==> config.mk <==
export PLATFORM = sky130hd
export DESIGN_NAME = conversor_bin_bcd_seq
export DESIGN_NICKNAME = d
export VERILOG_FILES = /design/src/rtl/conversor_bin_bcd_seq.sv
export SDC_FILE = /design/constraint.sdc
export NUM_CORES = 1
export LEC_CHECK = 0
export CORE_ASPECT_RATIO = 1.5
export CORE_UTILIZATION = 55
export CTS_CLUSTER_SIZE = 16
export DETAILED_ROUTE_END_ITERATION = 8
export PLACE_DENSITY = 0.83
export SETUP_SLACK_MARGIN = 0.02
export SLEW_MARGIN = 20
export SYNTH_ARGS = -nofsm -noshare
export SYNTH_HDL_FRONTEND = slang
export SYNTH_SLANG_ARGS = --single-unit
==> constraint.sdc <==
create_clock -name clk -period 2.5 [get_ports clk]
set_input_delay 0.25 -clock clk [delete_from_list [all_inputs] [get_ports clk]]
set_output_delay 0.25 -clock clk [all_outputs]
set_load 0.1 [all_outputs]
==> src/rtl/conversor_bin_bcd_seq.sv <==
// Sequential binary-to-BCD converter (shift-and-add-3), one input bit per clock.
// A start/done handshake (inicio/pronto) requests and reports one conversion at a time.
module conversor_bin_bcd_seq #(
  parameter int LARGURA_BIN = 8,
  parameter int DIGITOS     = 3
) (
  input  logic                   clk,
  input  logic                   reset,
  input  logic                   inicio,
  input  logic [LARGURA_BIN-1:0] Entrada,
  output logic [4*DIGITOS-1:0]   Saida,
  output logic                   ocupado,
  output logic                   pronto,
  output logic                   estouro
);

  localparam int BW = 4 * DIGITOS;
  localparam int CW = $clog2(LARGURA_BIN + 1);
  localparam logic [CW-1:0] ULTIMO = CW'(LARGURA_BIN - 1);

  typedef enum logic [1:0] {OCIOSO, CONVERTE, CONCLUI} estado_t;

  estado_t                estado, prox_estado;
  logic [LARGURA_BIN-1:0] desl_bin;
  logic [BW-1:0]          desl_bcd;
  logic [BW-1:0]          adj_bcd;
  logic [BW-1:0]          novo_bcd;
  logic [CW-1:0]          contador;
  logic                   ovf;
  logic                   bit_saida;
  logic                   aceita;
  logic                   fim;

  // One add-3 cell per digit; digits are independent, carries move only via the shift.
  always_comb begin
    adj_bcd = desl_bcd;
    for (int unsigned i = 0; i < DIGITOS; i++) begin
      if (desl_bcd[4*i +: 4] >= 4'd5)
        adj_bcd[4*i +: 4] = desl_bcd[4*i +: 4] + 4'd3;
    end
    novo_bcd  = {adj_bcd[BW-2:0], desl_bin[LARGURA_BIN-1]};
    bit_saida = adj_bcd[BW-1];
  end

  always_comb begin
    prox_estado = estado;
    aceita      = 1'b0;
    fim         = 1'b0;
    case (estado)
      OCIOSO: begin
        aceita = inicio;
        if (inicio) prox_estado = CONVERTE;
      end
      CONVERTE: begin
        fim = (contador == ULTIMO);
        if (fim) prox_estado = CONCLUI;
      end
      CONCLUI: begin
        aceita      = inicio;
        prox_estado = inicio ? CONVERTE : OCIOSO;
      end
      default: prox_estado = OCIOSO;
    endcase
  end

  always_ff @(posedge clk) begin
    if (reset) estado <= OCIOSO;
    else       estado <= prox_estado;
  end

  always_ff @(posedge clk) begin
    if (reset) begin
      desl_bin <= '0;
      desl_bcd <= '0;
      contador <= '0;
      ovf      <= 1'b0;
      Saida    <= '0;
      ocupado  <= 1'b0;
      pronto   <= 1'b0;
      estouro  <= 1'b0;
    end else begin
      pronto <= 1'b0;
      if (aceita) begin
        desl_bin <= Entrada;
        desl_bcd <= '0;
        contador <= '0;
        ovf      <= 1'b0;
        estouro  <= 1'b0;
        ocupado  <= 1'b1;
      end else if (estado == CONVERTE) begin
        desl_bcd <= novo_bcd;
        desl_bin <= desl_bin << 1;
        ovf      <= ovf | bit_saida;
        contador <= contador + CW'(1);
        if (fim) begin
          Saida   <= novo_bcd;
          estouro <= ovf | bit_saida;
          pronto  <= 1'b1;
          ocupado <= 1'b0;
        end
      end
    end
  end

endmodule
==> summary.md <==
| Metric | Value |
|---|---|
| Synthesized instance count | 206 |
| Non-filler instance count after layout | 271 |
| DR DRC count | 0 |
| Drt total wl | 3.71 mm |
| Fin. Hold Viols | 0 |
| Nets | 248 |
| DRT iter0 DRCs | 37 |
| Core ar. | 0.00319 mm² |
| Net Sw Power | 313 µW |
| Initial antenna violation count | 0 |
| Synthesized area | 0.00188 mm² |
| Die area | 0.00366 mm² |
| Pleak | 0.845 nW |
| Worst hold slack | 0.469 ns |
| Layout cells sized above 1 | 17.3% |
| CP arrival | 1.86 ns |
| Synth cell types | 32 |
| Synth warn | 0 |
| Inserted Diodes | 0 |
| Maxcap violations | 0 |
| Chip width | 49.7 µm |
| Starting Density | 58.9% |
| Clock Sinks | 42 |
| Int Power | 1.02 mW |
| Layout area overhead | 17.2% |
| Die H | 73.6 µm |
| DR vias | 1494 |
| Final Cycle Share | 65.5% |
| Clk_skew | 0.00762 ns |
| IO Port Bufs | 25 |
| Fmax achieved | 611 MHz |
| Status | completed |
| Flop pwr share | 52.6% |
| Final setup fails | 0 |
| Worst-Margin Slew | 0.454 ns |
| Multi-input logic area | 935 µm² |
| Synth top area cells | dfxtp_1, ha_1, nand2_1, nor2_1, o22ai_2 |
| Hold Crit Class | reg -> reg |
| IO Pins | 26 |
| DR WL/cell | 13.7 µm |
| Clk slew on worst S/H paths | 0.08 ns |
| Clk_lat worst skew | 0.29 ns |
| Worst path required time | 2.72 ns |
| GRT overflow | 0 |
| Yosys reg bits | 42 |
| FF+latch area | 841 µm² |
| Crit Path Category | reg -> reg |
| Slew HR | 69.7% |
| Setup TNS Final | 0 ns |
| Vias in the first global route | 1472 |
| Seq/Total Area, Yosys | 44.7% |
| First-pass GRT wire length | 6.24 mm |
| Pre-antenna DRT Iters | 4 |
| Combinational share of power | 9.5% |
| Fin crit period | 1.64 ns |
| Root Buffer Master | clkbuf_8 |
| RSZ-0062 raised after global routing | no |
| Pwr/cell area | 604 mW/mm² |
| # placed instances | 263 |
| Largest net degree at the start of global routing | 23 |
| HPWL after detailed placement | 2.58 mm |
| Setup Buffers After CTS | 0 |
| H-tree Lvls | 2 |
| Startpoint types | flop |
| Fillers | 280 |
| Clk pwr share | 37.9% |
| Hold buffer count at CTS | 0 |
| CTS tree | yes |
| Drt via density | 5.51 |
| Syn Area/Cell | 9.13 µm² |
| Sw Ratio | 23.5% |
| Net Count, Synth | 224 |
| Crit path max fanout | 5 |
| Routability cong. | 0.786 |
| Total CTS buffers | 5 |
| Post_cts resized | 0 |
| Core Rows | 25 |
| Worst vdd ir | 0.492 mV |
| CTS max path bufs | 2 |
| Pins Over Slew Limit | 0 |
| Crit end category | flop |
| Most area-hungry cell type in the Yosys netlist | dfxtp_1 |
| Share of the synthesized area in the top cell type | 44.7% |
| Total GRT Usage | 23.0% |
| Antenna viol nets, final | 0 |
## stage by stage
step | worst slack, ns | total power, mW | utilization, % | instance area, µm²
global placement | 0.745 | 0.840 | 65.6 | 2090
detailed placement | 0.722 | 0.842 | 65.6 | 2090
CTS | 0.851 | 1.34 | 69.1 | 2200
global route | 0.750 | 1.38 | 69.1 | 2200
floorplan | 1.04 | 0.809 | - | 1880
finish | 0.863 | 1.33 | 69.1 | 2200
## cells by family after synthesis
group	Yosys count	synth area share, %
DFF	42	44.7
muxes	4	2.33
AOI/OAI and AO/OA	48	17.6
xor gates and xnor gates	6	2.79
and+or+nand+nor	79	22.3
buffers and inverters	20	5.59
adders and majority gates	7	4.66
## sequential cells by signal (all words and copies together), names as in the netlist
signal and count:
Saida 12, contador 4, desl_bcd 12, desl_bin 8, estado 2, estouro 1, ocupado 1, ovf 1
pronto 1
## per-layer routing
layer  global-route usage, %  part of all wire [%]
met5                       0                     0
met4                    13.3                   2.0
met3                    5.18                   2.6
met2                    43.7                    54
met1                    22.2                    41
## critical path, stage by stage (launching register included)
cell,delay [ns]
dfxtp_1,0.35
inv_1,0.10
ha_1,0.23
nand2b_1,0.09
a21oi_1,0.25
mux2_2,0.39
o22ai_1,0.16
## final timing paths
| check | startpoint | to | slack (ns) | cells after the start |
|---|---|---|---|---|
| setup / recovery | desl_bcd[8] | desl_bcd[10] | 0.86 | 6 |
| hold / removal | ocupado | ocupado | 0.47 | 2 |
| setup reg to reg | desl_bcd[8] | desl_bcd[10] | 0.86 | 6 |
| hold reg to reg | ocupado | ocupado | 0.47 | 2 |
## layout by cell type (no fill, tap or decap)
cell type / instances
a211oi_1: 7
a21oi_1: 14
a311oi_1: 4
buf_4: 18
clkbuf_8: 8
clkdlybuf4s50_1: 10
dfxtp_1: 42
ha_1: 7
inv_1: 9
mux2_2: 3
mux2i_1: 1
nand2_1: 22
nand2b_1: 10
nand2b_4: 2
nand3_1: 3
nand3b_4: 1
nand4_1: 1
nor2_1: 21
nor2_4: 1
nor2b_1: 1
nor3_1: 8
nor3b_1: 6
o21ai_0: 6
o22ai_1: 11
o22ai_2: 6
or2_1: 1
or2b_4: 1
or3_1: 1
xnor2_1: 4
xor2_1: 2
## layout make-up
type / count / share of cell area (%)
multi-input combinational: 144 / 42.4
clock buffer: 8 / 4.99
inverter: 9 / 1.53
timing repair buffer: 28 / 10.7
sequential: 42 / 38.1
tap: 40 / 2.27
## Yosys cell counts (all sizes together)
master and number:
a211oi 7, a21oi 14, a311oi 4, buf 10
clkbuf 1, dfxtp 42, ha 7, inv 9
mux2 3, mux2i 1, nand2 22, nand2b 12
nand3 3, nand3b 1, nand4 1, nor2 22
nor2b 1, nor3 8, nor3b 6, o21ai 6
o22ai 17, or2 1, or2b 1, or3 1
xnor2 4, xor2 2
## power by group through the flow
stage / combinational (mW) / sequential [mW] / clock, mW
global placement: 0.125 / 0.715 / 0
floorplan: 0.0860 / 0.723 / 0
finish: 0.127 / 0.700 / 0.504
global route: 0.140 / 0.702 / 0.536
detailed placement: 0.126 / 0.716 / 0
CTS: 0.127 / 0.700 / 0.518
(Power assumes the default switching activity.)
